==> src/rtl/crc32_pkg.sv <==
// Shared constants, framer state encoding and the byte-wide CRC-32 step used by
// the transmit framer (MSB-first, non-reflected, no final XOR).
package crc32_pkg;

    localparam logic [31:0] CRC32_POLY = 32'h04C11DB7;
    localparam logic [31:0] CRC32_INIT = 32'h00000000;

    typedef enum logic [1:0] {
        ST_IDLE,
        ST_PAYLOAD,
        ST_CRC
    } framer_state_t;

    // Eight serial shifts, data bit 7 entering first.
    function automatic logic [31:0] crc32_byte_step(input logic [31:0] crc,
                                                    input logic [7:0]  data,
                                                    input logic [31:0] poly);
        logic [31:0] c;
        logic        fb;
        c = crc;
        for (int k = 0; k < 8; k++) begin
            fb = c[31] ^ data[7-k];
            c  = {c[30:0], 1'b0} ^ (fb ? poly : 32'h0);
        end
        return c;
    endfunction

    function automatic logic [7:0] word_byte(input logic [31:0] word,
                                             input logic [1:0]  idx);
        logic [7:0] b;
        case (idx)
            2'd0:    b = word[31:24];
            2'd1:    b = word[23:16];
            2'd2:    b = word[15:8];
            default: b = word[7:0];
        endcase
        return b;
    endfunction

endpackage

==> src/rtl/crc32_byte_next.sv <==
// Combinational next-state of the CRC-32 register for one input byte.
module crc32_byte_next
    import crc32_pkg::*;
#(
    parameter logic [31:0] POLY = CRC32_POLY
) (
    input  logic [31:0] crc_in,
    input  logic [7:0]  data,
    output logic [31:0] crc_out
);

    assign crc_out = crc32_byte_step(crc_in, data, POLY);

endmodule

==> src/rtl/crc32_tx_framer.sv <==
// Transmit framer: serialises 32-bit words MSB byte first and appends the frame CRC-32.
// The CRC register is owned here and cleared back to INIT at the end of every frame.
module crc32_tx_framer
    import crc32_pkg::*;
#(
    parameter logic [31:0] POLY = CRC32_POLY,
    parameter logic [31:0] INIT = CRC32_INIT
) (
    input  logic        clk,
    input  logic        rst_n,
    input  logic [31:0] in_data,
    input  logic        in_valid,
    input  logic        in_last,
    output logic        in_ready,
    output logic [7:0]  out_data,
    output logic        out_valid,
    output logic        out_last,
    input  logic        out_ready,
    output logic [31:0] crc_value,
    output logic        crc_done
);

    framer_state_t state, next_state;

    logic [31:0] word_buf;
    logic        last_flag;
    logic [1:0]  idx;
    logic [31:0] crc_reg;
    logic [31:0] emit_reg;
    logic [31:0] crc_next;
    logic [7:0]  payload_byte;

    assign payload_byte = word_byte(word_buf, idx);

    crc32_byte_next #(.POLY(POLY)) u_step (
        .crc_in  (crc_reg),
        .data    (payload_byte),
        .crc_out (crc_next)
    );

    always_ff @(posedge clk or negedge rst_n) begin
        if (!rst_n) begin
            state <= ST_IDLE;
        end else begin
            state <= next_state;
        end
    end

    // Outputs depend only on registered state, so out_ready never reaches in_ready.
    always_comb begin
        next_state = state;
        in_ready   = 1'b0;
        out_valid  = 1'b0;
        out_last   = 1'b0;
        out_data   = 8'h00;
        case (state)
            ST_IDLE: begin
                in_ready = 1'b1;
                if (in_valid) begin
                    next_state = ST_PAYLOAD;
                end
            end
            ST_PAYLOAD: begin
                out_valid = 1'b1;
                out_data  = payload_byte;
                if (out_ready && idx == 2'd3) begin
                    next_state = last_flag ? ST_CRC : ST_IDLE;
                end
            end
            ST_CRC: begin
                out_valid = 1'b1;
                out_data  = word_byte(emit_reg, idx);
                out_last  = (idx == 2'd3);
                if (out_ready && idx == 2'd3) begin
                    next_state = ST_IDLE;
                end
            end
            default: next_state = ST_IDLE;
        endcase
    end

    always_ff @(posedge clk or negedge rst_n) begin
        if (!rst_n) begin
            word_buf  <= 32'h0;
            last_flag <= 1'b0;
            idx       <= 2'd0;
            crc_reg   <= INIT;
            emit_reg  <= 32'h0;
            crc_value <= 32'h0;
            crc_done  <= 1'b0;
        end else begin
            crc_done <= 1'b0;
            case (state)
                ST_IDLE: begin
                    if (in_valid) begin
                        word_buf  <= in_data;
                        last_flag <= in_last;
                        idx       <= 2'd0;
                    end
                end
                ST_PAYLOAD: begin
                    if (out_ready) begin
                        crc_reg <= crc_next;
                        idx     <= idx + 2'd1;
                        // The snapshot includes the final payload byte being sent now.
                        if (idx == 2'd3 && last_flag) begin
                            emit_reg <= crc_next;
                        end
                    end
                end
                ST_CRC: begin
                    if (out_ready) begin
                        idx <= idx + 2'd1;
                        if (idx == 2'd3) begin
                            crc_value <= emit_reg;
                            crc_done  <= 1'b1;
                            crc_reg   <= INIT;
                        end
                    end
                end
                default: idx <= 2'd0;
            endcase
        end
    end

endmodule
==> config.mk <==
export PLATFORM = sky130hd
export DESIGN_NAME = crc32_tx_framer
export DESIGN_NICKNAME = d
export VERILOG_FILES = /design/src/rtl/crc32_pkg.sv /design/src/rtl/crc32_byte_next.sv /design/src/rtl/crc32_tx_framer.sv
export SDC_FILE = /design/constraint.sdc
export NUM_CORES = 1
export LEC_CHECK = 0
export CORE_UTILIZATION = 40
export CTS_CLUSTER_DIAMETER = 30
export CTS_CLUSTER_SIZE = 30
export DETAILED_ROUTE_END_ITERATION = 10
export PLACE_DENSITY = 0.7
export SYNTH_ARGS = -nofsm -noshare
export SYNTH_HDL_FRONTEND = slang
export SYNTH_SLANG_ARGS = --single-unit
==> constraint.sdc <==
create_clock -name clk -period 4.3 [get_ports clk]
set_clock_uncertainty 0.1 [all_clocks]
set_input_delay 0.43 -clock clk [delete_from_list [all_inputs] [get_ports clk]]
set_output_delay 0.43 -clock clk [all_outputs]
set_load 0.1 [all_outputs]
Yosys cells after proc, flatten, opt, wreduce, memory -nomap -nowiden
Cells that the tools add are included.
{"block": "totals", "regBits": 134, "elab_cells": 78, "output_inout_bits": 44, "in_bits": 37}
{"block": "classes", "n_addsub": 1, "reduce_logical": 12, "n_bitwise": 16, "muxes": 29, "eq_ne": 12}
{"cell": "32-bit XOR", "n": 8}
{"cell": "27-bit two-way mux", "n": 8}
{"cell": "32-bit two-way mux", "n": 3}
{"cell": "32-bit case mux with 2 select lines", "n": 1}
{"cell": "8-bit case mux with 3 select lines", "n": 2}
{"cell": "8-bit case mux with 2 select lines", "n": 1}
{"cell": "2-bit two-way mux", "n": 6}
{"cell": "2-bit != test (second input constant)", "n": 6}
{"cell": "3-bit AND reduction", "n": 3}
{"cell": "1-bit XOR", "n": 8}
{"cell": "2-bit equality test (second input constant)", "n": 3}
{"cell": "1-bit two-way mux", "n": 6}
{"cell": "2-bit case mux with 3 select lines", "n": 1}
{"cell": "2-bit by 1-bit equality test with 1-bit output (second input constant)", "n": 2}
{"cell": "2-bit logical NOT", "n": 2}
{"cell": "2-bit case mux with 2 select lines", "n": 1}
{"cell": "2-bit AND reduction", "n": 2}
{"cell": "4-bit AND reduction", "n": 1}
{"cell": "2-bit by 1-bit adder with 2-bit output (second input constant)", "n": 1}
{"cell": "1-bit logical AND", "n": 2}
{"cell": "2-bit by 1-bit != test with 1-bit output (second input constant)", "n": 1}
{"cell": "2-bit nonzero test", "n": 1}
{"cell": "2-bit OR reduction", "n": 1}

Depth between registers and ports, before layout
{"block": "logic_depth", "depth_word": 28, "depth_mapped": 10, "ltp_nobuf": 8}

Cells and area by module
From an unflattened synthesis, not the netlist that was laid out.
{"block": "hier_totals", "cells_unflattened": 475, "hier_area_um2": 7085.5}
{"mod": "crc32_tx_framer", "area_per_inst_um2": 6052.1, "cells_each": 411, "n_inst": 1, "seq_area_each_um2": 3353.2}
{"mod": "crc32_byte_next", "area_per_inst_um2": 1033.5, "cells_each": 64, "n_inst": 1, "seq_area_each_um2": 0.0}

Worst setup path before layout
OpenSTA, ideal clock, no wires.
{"block": "synth_timing", "path_kind": "reg-to-output", "start": "register state[0]", "end": "output port out_data[0]", "path_stages_with_launch": 5, "required_time_ns": 3.770, "path_buffers": 1, "path_slack_ns": 0.844, "t_arrival_ns": 2.926, "path_cell_list": "dfrtp_1 inv_1 ha_1 clkbuf_1 nor2b_1"}
{"block": "synth_between", "elab_chain_cells": 2, "elab_cells_between_ends": 3, "cone_classes": "eq/ne: 2; mux: 1"}
{"item": "from (decl)", "line": "crc32_tx_framer.sv:23", "text": "framer_state_t state, next_state;"}
{"item": "from (signal assigned)", "line": "crc32_tx_framer.sv:45", "text": "state <= next_state;"}
{"item": "2-bit equality test or 2-bit by 1-bit equality test with 1-bit output (tied branches)", "line": "crc32_tx_framer.sv:56", "text": "case (state)"}
{"item": "8-bit case mux with 2 select lines (*)", "line": "crc32_tx_framer.sv:56"}
{"item": "to (decl)", "line": "crc32_tx_framer.sv:15", "text": "output logic [7:0] out_data,"}
Every way passes the cells marked *; elsewhere a longest branch is shown, timed or not.

Final worst setup path
{"block": "layout_timing", "start": "register idx[0]", "end": "output port out_data[1]"}
{"block": "layout_between", "elab_chain_cells": 3, "elab_cells_between_ends": 6, "cone_classes": "eq/ne: 2; mux: 3; reduce/logical: 1"}
{"item": "from (decl)", "line": "crc32_tx_framer.sv:27", "text": "logic [1:0] idx;"}
{"item": "from (signal assigned)", "line": "crc32_tx_framer.sv:104", "text": "idx <= idx + 2'd1;"}
{"item": "from (signal assigned)", "line": "crc32_tx_framer.sv:113", "text": "idx <= idx + 2'd1;"}
{"item": "2-bit equality test, or another cell as far along", "line": "crc32_pkg.sv:31", "text": "case (idx)"}
{"item": "8-bit case mux with 3 select lines", "line": "crc32_pkg.sv:31"}
{"item": "8-bit case mux with 2 select lines (*)", "line": "crc32_tx_framer.sv:56"}
Marks and branches as above.

==> flow_results.org <==
** Synthesis
- The netlist uses 35 different library cells.
- The number of nets handed over by synthesis was 632.
- Summed over all instances, the cell type with the most area after synthesis is sky130_fd_sc_hd__dfrtp_1.
- Synthesis handed over a netlist of 588 instances.
- The synthesized netlist occupies a cell area of 6350 µm².
- For this run, the register share of the synthesized area comes to 0.528.
- Syn avg cell area :: 10.8 µm²
- Share of the synthesized area in the top cell type :: 0.528
- In this run, synthesis produced a sequential element count of 134.
- Top cells by area in the synthesized netlist :: sky130_fd_sc_hd__dfrtp_1 53%, sky130_fd_sc_hd__nand2_1 10%, sky130_fd_sc_hd__mux2_2 5.8%
- Yosys printed 0 warnings.

** Finish
- Area of the multi-input gates :: 2820 µm²
- In the final layout, the share of cells above drive strength 1 is 0.144.
- The sequential cells in the finished layout cover a total of 3350 µm².
- Number of filler cells placed in the layout :: 1317
- Total inserted antenna cells :: 0
- Compared with the post-synthesis result, the final layout area differs by 24.6%.
- For this run, the post-layout net count is 706.

** Global routing
- Number of global-route vias before repair :: 4722
- Highest-utilization routing layer at the global route stage :: met2
- Overall fraction of global-route tracks in use :: 0.208
- Global-route track usage on met2 :: 0.330
- Global-route track usage on met1 :: 0.281
- Wire length of the first global-routing pass :: 25500 µm
- The initial antenna violation count is 0.
- Global routing finished with a remaining overflow of 0.
- Entering global routing, the biggest net connects 82 pins.
- GRT met3 Usage :: 0.0413

** Timing
- At the pin with the least slew margin, the transition time is 1010 ps.
- Sum Neg Setup Slack :: 0 ps
- The final count of pins violating max slew was 0.
- Final critical-path share of the clock period :: 0.799
- Unrepaired setup endpoints after global routing :: no
- For this run, the top clock speed supported by timing is 291 MHz.
- Period minus WS final :: 3440 ps
- The number of endpoints with negative hold slack in the final report was 0.
- Setup Viol. Count Final :: 0
- Tightest slew margin relative to the limit :: 0.326

** Critical path
- The number of buffers and inverters on the critical path is 2.
- Cell family contributing the most delay on the critical path :: adder cells
- R2R Setup Slk :: 990 ps
- Startpoint class of the critical path :: flip-flop
- Cell breakdown of the critical path :: inv_1 -> ha_1 -> a222oi_1 -> mux2i_1 -> a22oi_1 -> nor2b_1 -> buf_4
- Worst R2R Path Depth :: 8
- Req. time, crit path :: 3770 ps
- The critical path is of the reg -> out type.
- FF-to-FF Start :: idx[0]
- Delay contributed by the slowest stage of the critical path :: 570 ps
- The critical path runs through a total of 7 cells.
- Of all nets on the critical path, the largest fanout is 16.
- Crit end category :: primary output
- The endpoint identified for the worst register-to-register timing path is emit_reg[12].
- For this design, the slowest cell found on the critical path is sky130_fd_sc_hd__ha_1.
- Critical path data arrival time :: 2910 ps

** Hold path
- The tightest min-delay check is of the in -> async type.

** Clocking
- H-Tree Depth :: 4
- Clock Pin Slew Worst Setup and Hold Paths :: 60 ps
- In this run, post-CTS hold repair placed 0 buffers.
- Count of clock tree sinks :: 134
- Number of setup buffers added after CTS :: 0
- TritonCTS built the clock tree.
- Deepest clock path buffer count :: 2
- Number of buffers inserted during clock tree synthesis :: 17
- Number of resized instances in the post-cts repair step :: 0
- For the worst-skew pair, the clock arrives at the later sink with an insertion delay of 420 ps.
- Root buffer selected by CTS :: sky130_fd_sc_hd__clkbuf_16

** Placed design
- Summed over all nets, the half-perimeter wirelength after detailed placement is 11500 µm.
- Placer's final routability congestion estimate :: 0.904
- Buffers placed on the I/O ports in this run total 80.

** Routing
- DRC violations left :: 1
- Total vias in the final route :: 4664
- The first TritonRoute pass finished after 11 iterations.
- Dividing the detail-routed via count by the number of cells gives 5.27.
- Avg WL per Cell :: 18.1 µm
- The detailed router finished its first iteration with 508 violations.
- The detail route stage leaves a number of antenna-violating nets equal to 0.
- Summed over all layers, the routed wires come to 16000 µm.

** Floorplan
- The initial utilization of the core area, before any placement, comes to 0.413.
- 81 I/O pins were placed.
- The region available for standard cell placement spans 15400 µm².
- The floorplan step defined a die boundary enclosing 16400 µm².
- Die Span X :: 128 µm
- Std cell rows :: 45
- Vertical die dimension :: 128 µm

** Status
- Result of the run :: finished, violations left
- Violations in the final reports :: design-rule violations

** Run
- Max-capacitance violation count :: 0
## metal layers
layer	wire (µm)	part of all wire	vias up
met5	0	0	-
met4	374	0.023	0
met3	919	0.057	28
met2	7810	0.49	154
met1	6900	0.43	2347
li1	-	-	2135
## through the flow
step	utilization	area, µm²	std cells	setup WS, ps	hold WS (ps)
3_3_place_gp	0.477	7330	854	1190	358
4_1_cts	0.515	7920	885	970	122
5_1_grt	0.515	7920	885	744	181
2_1_floorplan	-	6350	588	844	34.4
6_report	0.515	7920	885	865	81.8
3_5_place_dp	0.477	7330	854	1030	364
## how the worst max path moves through the flow
stage,startpoint,endpoint,slack (ps)
floorplan,state[0],out_data[0],840
global placement,idx[0],emit_reg[12],1190
detailed placement,idx[0],emit_reg[12],1030
CTS,idx[1],out_data[1],970
global route,idx[1],out_data[1],740
finish,idx[0],out_data[1],860
## logic make-up (layout without fill, tap and decap cells)
| family | Yosys count | in the layout | share of synthesized area |
|---|---|---|---|
| flip-flops | 134 | 134 | 0.528 |
| adder cells (fa/ha/maj) | 7 | 7 | 0.0138 |
| AO/OA/AOI/OAI | 102 | 102 | 0.0969 |
| XOR/XNOR | 66 | 66 | 0.139 |
| AND/OR/NAND/NOR | 190 | 190 | 0.119 |
| buffers and inverters | 47 | 133 | 0.0285 |
| multiplexers | 42 | 42 | 0.0758 |
## area by class of cell
cell class,count,area share
clock inverter,11,0.0156
sequential,134,0.424
multi-input combinational,407,0.356
tap,211,0.0333
inverter,14,0.00664
timing repair buffer,88,0.106
clock buffer,20,0.0590
## synth_stat cells, drive strengths merged
cell type	n
clkinv	3
nand2b	2
ha	7
a22o	1
nand2	170
inv	11
mux2i	9
nor2	3
mux2	33
xor2	16
nand4	1
nor2b	9
a21oi	3
buf	7
o21ai	73
o22ai	1
dfrtp	134
nand3	2
a22oi	8
xor3	4
xnor2	36
xnor3	10
and2	2
a222oi	16
clkbuf	26
nand3b	1
## layout by cell type, fill, tap and decap left out, drive strengths merged
master         instances
a21oi                  3
a222oi                16
a22o                   1
a22oi                  8
and2                   2
buf                   18
bufinv                 2
clkbuf                20
clkdlybuf4s50         70
clkinv                 7
clkinvlp               3
dfrtp                134
ha                     7
inv                   13
mux2                  33
mux2i                  9
nand2                170
nand2b                 2
nand3                  2
nand3b                 1
nand4                  1
nor2                   3
nor2b                  9
o21ai                 73
o22ai                  1
xnor2                 36
xnor3                 10
xor2                  16
xor3                   4
Power is not shown: default switching activity piles up to over one toggle a cycle in this logic, so the estimate is an artifact.
